==> config.mk <==
export PLATFORM = sky130hd
export DESIGN_NAME = cipher_ctrl_flat
export DESIGN_NICKNAME = d
export VERILOG_FILES = /design/src/rtl/cipher_pkg.sv /design/src/rtl/cipher_ctrl_if.sv /design/src/rtl/cipher_tx_seq.sv /design/src/rtl/cipher_ctrl.sv /design/src/flat_wrapper.sv
export SDC_FILE = /design/constraint.sdc
export NUM_CORES = 2
export LEC_CHECK = 0
export ABC_AREA = 1
export BUFFER_PORTS_ARGS = -buffer_cell sky130_fd_sc_hd__buf_4
export CORE_MARGIN = 2
export CORE_UTILIZATION = 55
export CTS_BUF_LIST = sky130_fd_sc_hd__clkbuf_8
export DETAILED_ROUTE_END_ITERATION = 8
export GPL_TIMING_DRIVEN = 0
export PLACE_DENSITY = 0.78
export SETUP_SLACK_MARGIN = 0.4
export SLEW_MARGIN = 10
export SYNTH_ARGS = -nofsm -noshare
export SYNTH_HDL_FRONTEND = slang
export SYNTH_SLANG_ARGS = --single-unit
==> constraint.sdc <==
create_clock -name CLK -period 2.36 [get_ports CLK]
set_input_delay 0.118 -clock CLK [delete_from_list [all_inputs] [get_ports CLK]]
set_output_delay 0.118 -clock CLK [all_outputs]
set_load 0.005 [all_outputs]
==> src/rtl/cipher_pkg.sv <==
// rtl/cipher_pkg.sv - shared command/reply codes, FSM encoding and reply descriptor
package cipher_pkg;

    localparam logic [7:0] CMD_KEY = 8'h4B;
    localparam logic [7:0] CMD_ENC = 8'h45;
    localparam logic [7:0] RSP_ACK = 8'h06;
    localparam logic [7:0] RSP_NAK = 8'h3F;

    localparam logic [2:0] ST_IDLE    = 3'd0;
    localparam logic [2:0] ST_RX_KEY  = 3'd1;
    localparam logic [2:0] ST_RX_BLK  = 3'd2;
    localparam logic [2:0] ST_SETTLE  = 3'd3;
    localparam logic [2:0] ST_TX_REQ  = 3'd4;
    localparam logic [2:0] ST_TX_WAIT = 3'd5;

    // Reply bytes are left-justified: the first byte sent is bytes[63:56].
    typedef struct packed {
        logic [63:0] bytes;
        logic [5:0]  len;
    } reply_t;

    function automatic reply_t one_byte(input logic [7:0] b);
        reply_t r;
        r.bytes = {b, 56'h0};
        r.len   = 6'd1;
        return r;
    endfunction

endpackage

==> src/rtl/cipher_ctrl_if.sv <==
// rtl/cipher_ctrl_if.sv - UART byte streams and cipher datapath bundle
interface cipher_ctrl_if;
    logic [7:0]   RX_DATA;
    logic         RX_READY;
    logic [7:0]   TX_DATA;
    logic         TX_START;
    logic         TX_BUSY;
    logic [63:0]  FN_IN;
    logic [255:0] FN_KEY;
    logic [63:0]  FN_OUT;
    logic [63:0]  LAST_OUT;
    logic         BUSY;
    logic         ERR;

    modport master (
        output RX_DATA, RX_READY, TX_BUSY, FN_OUT,
        input  TX_DATA, TX_START, FN_IN, FN_KEY, LAST_OUT, BUSY, ERR
    );

    modport slave (
        input  RX_DATA, RX_READY, TX_BUSY, FN_OUT,
        output TX_DATA, TX_START, FN_IN, FN_KEY, LAST_OUT, BUSY, ERR
    );
endinterface

==> src/rtl/cipher_tx_seq.sv <==
// rtl/cipher_tx_seq.sv - reply serializer: start/busy handshake and reply byte counter
module cipher_tx_seq
    import cipher_pkg::*;
(
    input  logic       CLK,
    input  logic       RST,
    input  logic       load_i,
    input  reply_t     reply_i,
    input  logic       in_req_i,
    input  logic       in_wait_i,
    input  logic       tx_busy_i,
    output logic [7:0] tx_data_o,
    output logic       tx_start_o,
    output logic       issue_o,
    output logic       next_o,
    output logic       done_o
);
    logic [63:0] buf_q;
    logic [5:0]  idx_q;
    logic [5:0]  len_q;
    logic        seen_busy_q;
    logic        start_q;
    logic [7:0]  data_q;
    logic        finish;
    logic        is_last;

    // A byte is finished only after the transmitter has gone busy and then idle again.
    assign issue_o = in_req_i && !tx_busy_i;
    assign finish  = in_wait_i && seen_busy_q && !tx_busy_i;
    assign is_last = (idx_q == len_q - 6'd1);
    assign next_o  = finish && !is_last;
    assign done_o  = finish && is_last;

    always_ff @(posedge CLK) begin
        if (RST) begin
            buf_q       <= '0;
            idx_q       <= '0;
            len_q       <= '0;
            seen_busy_q <= 1'b0;
            start_q     <= 1'b0;
            data_q      <= '0;
        end else begin
            start_q <= issue_o;
            if (load_i) begin
                buf_q <= reply_i.bytes;
                len_q <= reply_i.len;
                idx_q <= '0;
            end
            if (issue_o) begin
                data_q      <= buf_q[63:56];
                seen_busy_q <= 1'b0;
            end else if (in_wait_i && tx_busy_i) begin
                seen_busy_q <= 1'b1;
            end
            if (next_o) begin
                idx_q <= idx_q + 6'd1;
                buf_q <= {buf_q[55:0], 8'h00};
            end
        end
    end

    assign tx_data_o  = data_q;
    assign tx_start_o = start_q;
endmodule

==> src/rtl/cipher_ctrl.sv <==
// rtl/cipher_ctrl.sv - UART command front end for a combinational cipher datapath
module cipher_ctrl
    import cipher_pkg::*;
#(
    parameter int unsigned  SETTLE_CYCLES = 7,
    parameter int unsigned  RX_TIMEOUT    = 50_000_000,
    parameter logic [255:0] KEY_INIT      = 256'h1F1E1D1C1B1A191817161514131211100F0E0D0C0B0A09080706050403020100
) (
    input  logic         CLK,
    input  logic         RST,
    cipher_ctrl_if.slave bus
);
    localparam logic [31:0] TO_LAST     = 32'(RX_TIMEOUT - 1);
    localparam logic [7:0]  SETTLE_LAST = 8'(SETTLE_CYCLES - 1);

    logic [2:0]   state_q, state_d;
    logic [5:0]   rx_cnt_q, rx_cnt_d;
    logic [31:0]  timer_q, timer_d;
    logic [7:0]   settle_q, settle_d;
    logic [247:0] stage_q, stage_d;
    logic [255:0] fn_key_q, fn_key_d;
    logic [63:0]  fn_in_q, fn_in_d;
    logic [63:0]  last_q, last_d;
    logic         err_q, err_d;
    logic         load;
    reply_t       reply;
    logic         seq_issue, seq_next, seq_done;
    logic         in_req, in_wait;
    logic [7:0]   tx_data;
    logic         tx_start;

    assign in_req  = (state_q == ST_TX_REQ);
    assign in_wait = (state_q == ST_TX_WAIT);

    always_comb begin
        state_d  = state_q;
        rx_cnt_d = rx_cnt_q;
        timer_d  = timer_q;
        settle_d = settle_q;
        stage_d  = stage_q;
        fn_key_d = fn_key_q;
        fn_in_d  = fn_in_q;
        last_d   = last_q;
        err_d    = 1'b0;
        load     = 1'b0;
        reply    = '0;
        case (state_q)
            ST_IDLE: begin
                if (bus.RX_READY) begin
                    rx_cnt_d = '0;
                    timer_d  = '0;
                    case (bus.RX_DATA)
                        CMD_KEY: state_d = ST_RX_KEY;
                        CMD_ENC: state_d = ST_RX_BLK;
                        default: begin
                            err_d   = 1'b1;
                            load    = 1'b1;
                            reply   = one_byte(RSP_NAK);
                            state_d = ST_TX_REQ;
                        end
                    endcase
                end
            end
            ST_RX_KEY, ST_RX_BLK: begin
                // An arriving byte wins over a timeout landing on the same cycle.
                if (bus.RX_READY) begin
                    stage_d  = {stage_q[239:0], bus.RX_DATA};
                    timer_d  = '0;
                    rx_cnt_d = rx_cnt_q + 6'd1;
                    if (state_q == ST_RX_KEY && rx_cnt_q == 6'd31) begin
                        fn_key_d = {stage_q, bus.RX_DATA};
                        load     = 1'b1;
                        reply    = one_byte(RSP_ACK);
                        rx_cnt_d = '0;
                        state_d  = ST_TX_REQ;
                    end else if (state_q == ST_RX_BLK && rx_cnt_q == 6'd7) begin
                        fn_in_d  = {stage_q[55:0], bus.RX_DATA};
                        settle_d = '0;
                        rx_cnt_d = '0;
                        state_d  = ST_SETTLE;
                    end
                end else if (timer_q == TO_LAST) begin
                    err_d    = 1'b1;
                    rx_cnt_d = '0;
                    timer_d  = '0;
                    state_d  = ST_IDLE;
                end else begin
                    timer_d = timer_q + 32'd1;
                end
            end
            ST_SETTLE: begin
                err_d = bus.RX_READY;
                if (settle_q == SETTLE_LAST) begin
                    last_d      = bus.FN_OUT;
                    load        = 1'b1;
                    reply.bytes = bus.FN_OUT;
                    reply.len   = 6'd8;
                    state_d     = ST_TX_REQ;
                end else begin
                    settle_d = settle_q + 8'd1;
                end
            end
            ST_TX_REQ: begin
                err_d = bus.RX_READY;
                if (seq_issue) state_d = ST_TX_WAIT;
            end
            ST_TX_WAIT: begin
                err_d = bus.RX_READY;
                if (seq_done)      state_d = ST_IDLE;
                else if (seq_next) state_d = ST_TX_REQ;
            end
            default: state_d = ST_IDLE;
        endcase
    end

    always_ff @(posedge CLK) begin
        if (RST) begin
            state_q  <= ST_IDLE;
            rx_cnt_q <= '0;
            timer_q  <= '0;
            settle_q <= '0;
            stage_q  <= '0;
            fn_key_q <= KEY_INIT;
            fn_in_q  <= '0;
            last_q   <= '0;
            err_q    <= 1'b0;
        end else begin
            state_q  <= state_d;
            rx_cnt_q <= rx_cnt_d;
            timer_q  <= timer_d;
            settle_q <= settle_d;
            stage_q  <= stage_d;
            fn_key_q <= fn_key_d;
            fn_in_q  <= fn_in_d;
            last_q   <= last_d;
            err_q    <= err_d;
        end
    end

    cipher_tx_seq u_tx_seq (
        .CLK        (CLK),
        .RST        (RST),
        .load_i     (load),
        .reply_i    (reply),
        .in_req_i   (in_req),
        .in_wait_i  (in_wait),
        .tx_busy_i  (bus.TX_BUSY),
        .tx_data_o  (tx_data),
        .tx_start_o (tx_start),
        .issue_o    (seq_issue),
        .next_o     (seq_next),
        .done_o     (seq_done)
    );

    assign bus.TX_DATA  = tx_data;
    assign bus.TX_START = tx_start;
    assign bus.FN_IN    = fn_in_q;
    assign bus.FN_KEY   = fn_key_q;
    assign bus.LAST_OUT = last_q;
    assign bus.BUSY     = (state_q != ST_IDLE);
    assign bus.ERR      = err_q;
endmodule

==> src/flat_wrapper.sv <==
// flat-port wrapper written by rule: the top's interface ports become plain ports
module cipher_ctrl_flat import cipher_pkg::*;
#(
    parameter int unsigned  SETTLE_CYCLES = 7,
    parameter int unsigned  RX_TIMEOUT    = 50_000_000,
    parameter logic [255:0] KEY_INIT      = 256'h1F1E1D1C1B1A191817161514131211100F0E0D0C0B0A09080706050403020100
)
  (CLK, RST, bus_RX_DATA, bus_RX_READY, bus_TX_BUSY, bus_FN_OUT, bus_TX_DATA, bus_TX_START, bus_FN_IN, bus_FN_KEY, bus_LAST_OUT, bus_BUSY, bus_ERR);
  cipher_ctrl_if bus_i ();
  input  logic CLK;
  input  logic RST;
  input wire logic [$bits(bus_i.RX_DATA)-1:0] bus_RX_DATA;
  input wire logic [$bits(bus_i.RX_READY)-1:0] bus_RX_READY;
  input wire logic [$bits(bus_i.TX_BUSY)-1:0] bus_TX_BUSY;
  input wire logic [$bits(bus_i.FN_OUT)-1:0] bus_FN_OUT;
  output wire logic [$bits(bus_i.TX_DATA)-1:0] bus_TX_DATA;
  output wire logic [$bits(bus_i.TX_START)-1:0] bus_TX_START;
  output wire logic [$bits(bus_i.FN_IN)-1:0] bus_FN_IN;
  output wire logic [$bits(bus_i.FN_KEY)-1:0] bus_FN_KEY;
  output wire logic [$bits(bus_i.LAST_OUT)-1:0] bus_LAST_OUT;
  output wire logic [$bits(bus_i.BUSY)-1:0] bus_BUSY;
  output wire logic [$bits(bus_i.ERR)-1:0] bus_ERR;
  assign bus_i.RX_DATA = bus_RX_DATA;
  assign bus_i.RX_READY = bus_RX_READY;
  assign bus_i.TX_BUSY = bus_TX_BUSY;
  assign bus_i.FN_OUT = bus_FN_OUT;
  assign bus_TX_DATA = bus_i.TX_DATA;
  assign bus_TX_START = bus_i.TX_START;
  assign bus_FN_IN = bus_i.FN_IN;
  assign bus_FN_KEY = bus_i.FN_KEY;
  assign bus_LAST_OUT = bus_i.LAST_OUT;
  assign bus_BUSY = bus_i.BUSY;
  assign bus_ERR = bus_i.ERR;
  cipher_ctrl #(.SETTLE_CYCLES(SETTLE_CYCLES), .RX_TIMEOUT(RX_TIMEOUT), .KEY_INIT(KEY_INIT)) u_core (.CLK(CLK), .RST(RST), .bus(bus_i));
endmodule
## Yosys cells after proc, flatten, opt, wreduce, memory -nomap -nowiden

Cells that the tools add are included.

| operators by class | value |
|---|---|
| reductions and logical operators | 28 |
| mux-type cells | 45 |
| bitwise logic cells | 1 |
| equality and inequality tests | 22 |
| $add $sub $neg | 5 |

Operators by type and width:

| kind | number |
|---|---|
| $mux W70 | 3 |
| $pmux W70 S3 | 1 |
| $mux W64 | 2 |
| $mux W32 | 3 |
| $mux W68 | 1 |
| $mux W65 | 1 |
| $pmux W32 S2 | 1 |
| $mux W6 | 7 |
| $add A32 B1 Y32 const B | 1 |
| $eq A32 B26 Y1 const B | 1 |
| $mux W8 | 4 |
| $mux W3 | 9 |
| $eq A8 B7 Y1 const B | 2 |
| $pmux W8 S2 | 1 |
| $pmux W3 S5 | 1 |
| $add A6 B1 Y6 const B | 2 |
| $pmux W6 S2 | 1 |
| $add A8 B1 Y8 const B | 1 |
| $eq A8 B3 Y1 const B | 1 |
| $logic_and A1 B1 Y1 | 8 |
| $ne A2 B2 Y1 const B | 4 |
| $reduce_or A2 Y1 | 4 |
| $mux W1 | 7 |
| $eq A3 B2 Y1 const B | 2 |
| other kinds (23) | 33 |

| storage, ports and cells | value |
|---|---|
| logic and storage cells | 117 |
| input port bits | 76 |
| register bits | 768 |
| output and inout port bits | 395 |

## Depth between registers and ports, before layout

| logic depth | value |
|---|---|
| depth in word-level cells | 7 |
| depth in mapped cells | 13 |
| gate-level depth less buffers | 12 |

## Modules after synthesis

Synthesis repeated with hierarchy kept, for this count alone.

| unflattened totals | value |
|---|---|
| cell total of the unflattened synthesis | 3741 |
| area total of the unflattened synthesis | 28931.5 um^2 |

Modules (own cells, without submodules):

| module | area each (um^2) | seq. area each (um^2) | instances | cells an instance |
|---|---|---|---|---|
| cipher_ctrl | 24579.8 | 13653.1 | 1 | 3053 |
| cipher_tx_seq | 4351.7 | 1721.7 | 1 | 688 |

## Worst setup path after synthesis

OpenSTA, ideal clock, no wires.

| timing | value |
|---|---|
| path kind | flip-flop to flip-flop |
| start | register u_core.u_tx_seq.len_q[0] |
| end | register u_core.u_tx_seq.buf_q[9] |
| library setup time | 0.113 ns |
| data required time | 2.247 ns |
| path slack | 0.478 ns |
| cell stages (with the launch flop) | 12 |
| path buffers | 1 |
| data arrival time | 1.769 ns |
| cells stage by stage | dfxtp_1 inv_1 ha_1 xor2_1 nand3_1 nand2_1 inv_2 nor2_2 buf_2 nand2_1 nand2_1 nor2_1 |

| between the ends | value |
|---|---|
| cells in the longest elaborated chain, start to end | 5 |

RTL lines:

| item | line | source |
|---|---|---|
| from (decl) | cipher_tx_seq.sv:20 | `logic [5:0] len_q;` |
| from (signal assigned) | cipher_tx_seq.sv:46 | `len_q <= reply_i.len;` |
| $sub A6 B1 Y6 (*) | cipher_tx_seq.sv:30 | `assign is_last = (idx_q == len_q - 6'd1);` |
| $eq A6 B6 Y1 (*) | cipher_tx_seq.sv:30 |  |
| $logic_not A1 Y1 (*) | cipher_tx_seq.sv:31 | `assign next_o = finish && !is_last;` |
| $logic_and A1 B1 Y1 (*) | cipher_tx_seq.sv:31 |  |
| $mux W64 or $reduce_bool A2 Y1 (tied branches) | n/a |  |
| to (signal assigned) | cipher_tx_seq.sv:45 | `buf_q <= reply_i.bytes;` |
| to (signal assigned) | cipher_tx_seq.sv:57 | `buf_q <= {buf_q[55:0], 8'h00};` |
| to (decl) | cipher_tx_seq.sv:18 | `logic [63:0] buf_q;` |

Mark *: on every way between the ends. The rest lies on a longest branch, timed or not.
A chain may end at the register's enable or synchronous reset.

## Worst setup path after layout

| timing | value |
|---|---|
| start | input RST |
| end | register u_core.err_q (netlist: u_core.bus.ERR) |

RTL lines:

| item | line | source |
|---|---|---|
| from (decl) | flat_wrapper.sv:11 | `input logic RST;` |
| to (signal assigned) | cipher_ctrl.sv:136 | `err_q <= err_d;` |
| to (decl) | cipher_ctrl.sv:24 | `logic err_q, err_d;` |

No word-level cell between the ends.

==> flow_summary.yaml <==
setup_path:
  crit_start: "RST"
  path_cells: "clkbuf_2 > clkbuf_1 > clkbuf_1 > a31oi_1"
  rr_endpoint: "u_core.stage_q[147]"
  cp.depth: 4
  cp.arrival_ps: 2550
  cpPeakStageDelay_ps: 860
  critical_path_class: "in -> reg"
  cp_top_family: "buffers and inverters"
  required_ps: 2870
  path_buf_inv: 3
  endpoint_kind: "flop"
  cp_common_cell: "clkbuf_1"
  worstPathMaxFanout: 10
  startpoint_type: "input port"
  rrSetupSlack_ps: 390
  timing.rr.start: "u_core.state_q[2]"
  crit_slowest_cell: "clkbuf_1"
  endpoint: "u_core.bus.ERR"
  r2r_cells: 9
cells_and_area:
  final_cell_area_sq_mm: 0.0374
  final_core_util: 0.730
  drive_gt1_frac: 0.229
  area_delta_synth_final_pct: 31.4
  final-seq-area_sq_mm: 0.0153
  fillers: 3915
  multi_input_area_sq_mm: 0.0110
  layout.nets: 4312
  final_cells: 5005
floorplanning:
  die_area_sq_mm: 0.0536
  initial_core_util: 0.555
  num_rows: 83
  num_io_pins: 471
  die_w_microns: 232
  die_h_microns: 232
  core_area_sq_mm: 0.0513
cts:
  root_buffer: "clkbuf_8"
  cts.clk_slew.worst_paths_ps: 60
  cts_sinks: 764
  cts_tree: "built"
  htreeDepth: 3
  clockBufferDepth: 3
  cts_buffers: 117
  clk_latency_ps: 740
timing:
  fmax_mhz: 492
  fin_crit_sh: 0.862
  finalClockSkew_ps: 33.0
  setup_tns_ps: 0
  final_max_slew_viol_count: 0
  rsz0062_at_grt: "true"
  final-setup-viol-count: 0
  min_period_ps: 2030
  worst_pin_slew_ps: 1080
  hold_violations: 0
  max-slew-margin-rel: 0.282
worst_hold_path:
  hold_depth: 4
  min_path_type: "in -> reg"
yosys:
  synthCells: 3527
  synthesis.nets: 3609
  async_flop_share: 0
  syn_area_sq_mm: 0.0285
  yosysWarnings: 0
  ys_types: 42
  synth.avg_cell_area_sq_um: 8.08
  synth_edf_count: 0
  ys.flop_type: "dfxtp_1"
  synth-seq-cells: 764
  ys_seq_area_frac: 0.537
routing:
  dr.pass1.iters: 6
  wl_microns: 91900
  post_drt_wl_per_cell_microns: 18.4
  vias: 27283
  ant_nets: 0
  drc: 0
  drtIter0Drc: 2049
  vias_per_cell: 5.45
placement:
  portBuffers: 468
  dp_hpwl_microns: 62800
  place_area_sq_mm: 0.0329
  dpl.cell_count: 4675
  gp_congestion: 0.920
job:
  max_cap_viol_count: 0
pwr:
  powerDensity_mw_per_mm2: 853
  vdd_ir_drop_max_uv: 619
  p_leak_nw: 15.1
  power_mw: 31.9
run_status:
  run_status: "completed"
global_route:
  grt_remaining_overflow: 0
  grt_pass1_wl_microns: 136000
  grt_max_degree: 16
  first_global_vias: 25373
  grtUsageTotal: 0.321
  antenna_found_initial: 3
-- layout make-up --
class | instances | area share
sequential | 764 | 0.409
multi-input combinational | 2144 | 0.294
timing repair buffer | 582 | 0.127
clock buffer | 157 | 0.0577
buffer | 242 | 0.0415
inverter | 378 | 0.0395
tap | 680 | 0.0227
clock inverter | 55 | 0.00802
timing repair inverter | 1 | 0.000434
antenna | 2 | 0.000134
-- cells in the final DEF, fill, tap and decap left out, types with 4 or more instances in the layout --
| cell | count |
|---|---|
| a211oi_1 | 59 |
| a211oi_2 | 85 |
| a21oi_1 | 459 |
| buf_12 | 6 |
| buf_2 | 39 |
| buf_4 | 502 |
| buf_6 | 32 |
| buf_8 | 13 |
| clkbuf_1 | 95 |
| clkbuf_16 | 9 |
| clkbuf_2 | 35 |
| clkbuf_4 | 18 |
| clkbuf_8 | 157 |
| clkinv_2 | 16 |
| clkinvlp_4 | 4 |
| dfxtp_1 | 759 |
| dlygate4sd3_1 | 73 |
| ha_1 | 4 |
| inv_1 | 399 |
| inv_2 | 5 |
| nand2_1 | 547 |
| nand2_2 | 9 |
| nand2_4 | 5 |
| nand3_1 | 123 |
| nand3_2 | 4 |
| nand4_1 | 21 |
| nor2_1 | 341 |
| nor2_2 | 6 |
| nor2_4 | 12 |
| nor3_1 | 15 |
| o211ai_1 | 77 |
| o21ai_0 | 316 |
| o21ai_1 | 15 |
| or2_2 | 6 |
| xor2_1 | 10 |
-- metal layers --
metal	track usage	wire [microns]	vias up
met5	0	27	-
met4	0.151	3730	4
met3	0.0838	8050	243
met2	0.504	42500	1165
met1	0.412	37500	12829
li1	-	-	13042
-- Yosys cell counts, types with 2 or more instances --
library cell / number / area [sq um]
nand2_2: 3 / 18.8
nor4_1: 2 / 12.5
buf_4: 18 / 135
clkbuf_1: 143 / 537
xnor2_1: 3 / 26.3
nor2_1: 352 / 1320
dfxtp_1: 764 / 15300
nand2_1: 559 / 2100
buf_1: 3 / 11.3
nand4_1: 21 / 131
a31oi_1: 3 / 18.8
or2_2: 6 / 37.5
nand3_2: 2 / 20.0
nor3_1: 16 / 80.1
a21oi_1: 461 / 2310
nand3_1: 127 / 636
inv_1: 369 / 1390
o21ai_0: 331 / 1660
nor2_4: 2 / 22.5
inv_2: 5 / 18.8
nor2b_1: 2 / 12.5
xor2_1: 10 / 87.6
clkinv_1: 2 / 7.51
a211oi_1: 74 / 556
a211oi_2: 70 / 876
ha_1: 6 / 75.1
nor2_2: 4 / 25.0
buf_2: 77 / 385
o211ai_1: 77 / 578
nand3b_1: 3 / 22.5
-- cell families after synthesis --
logic type	share of synthesized area
simple gates	0.157
compound gates	0.211
flops	0.537
buf+inv	0.0878
xor+xnor	0.00400
fa+ha+maj	0.00263
-- registers in the layout, indices dropped and copies added, names as in the netlist --
register	flops
u_core.bus.FN_KEY	256
u_core.stage_q	248
u_core.bus.FN_IN	64
u_core.bus.LAST_OUT	64
u_core.u_tx_seq.buf_q	64
u_core.timer_q	32
u_core.settle_q	8
u_core.u_tx_seq.tx_data_o	8
u_core.rx_cnt_q	6
u_core.u_tx_seq.idx_q	6
u_core.state_q	3
u_core.u_tx_seq.len_q	2
u_core.bus.ERR	1
u_core.u_tx_seq.seen_busy_q	1
u_core.u_tx_seq.tx_start_o	1
-- tightest hold or removal path, cell delays in order --
cell	delay [ps]
buf_2	250
inv_2	160
nand4_1	130
a21oi_1	60
-- timing repair --
item | in CTS | in global routing
endpoints found under the hold margin | 165 | 0
cloned | 1 | 14
setup endpoints to repair | 728 | 690
buffers inserted | 11 | 17
pin swaps | 4 | 20
gates resized for setup | 95 | 251
hold buffers | 73 | 0
-- metrics by stage --
step / worst slack (ps) / hold slack, ps
floorplan: 478 / 269
global placement: -656 / 393
detailed placement: -664 / 402
CTS: 301 / 3.19
global route: 358 / 67.4
finish: 327 / 50.4
-- worst min path at each step --
| stage | to | slack (ps) | from |
|---|---|---|---|
| after CTS | u_core.timer_q[27] | 3 | bus_RX_READY |
| after global placement | u_core.bus.LAST_OUT[44] | 390 | bus_FN_OUT[44] |
| after detailed placement | u_core.bus.LAST_OUT[43] | 400 | bus_FN_OUT[43] |
| final | u_core.timer_q[27] | 50 | bus_RX_READY |
| after floorplan | u_core.u_tx_seq.seen_busy_q | 270 | bus_TX_BUSY |
| after global routing | u_core.timer_q[28] | 70 | bus_RX_READY |
-- report_power, final --
part / total [mW] / switching, mW / internal (mW)
sequential: 15.3 / 0.910 / 14.4
combinational: 5.27 / 3.54 / 1.72
clock: 11.3 / 5.21 / 6.13
total: 31.9 / 9.66 / 22.3
No activity file was read; power rests on OpenSTA's default activity.
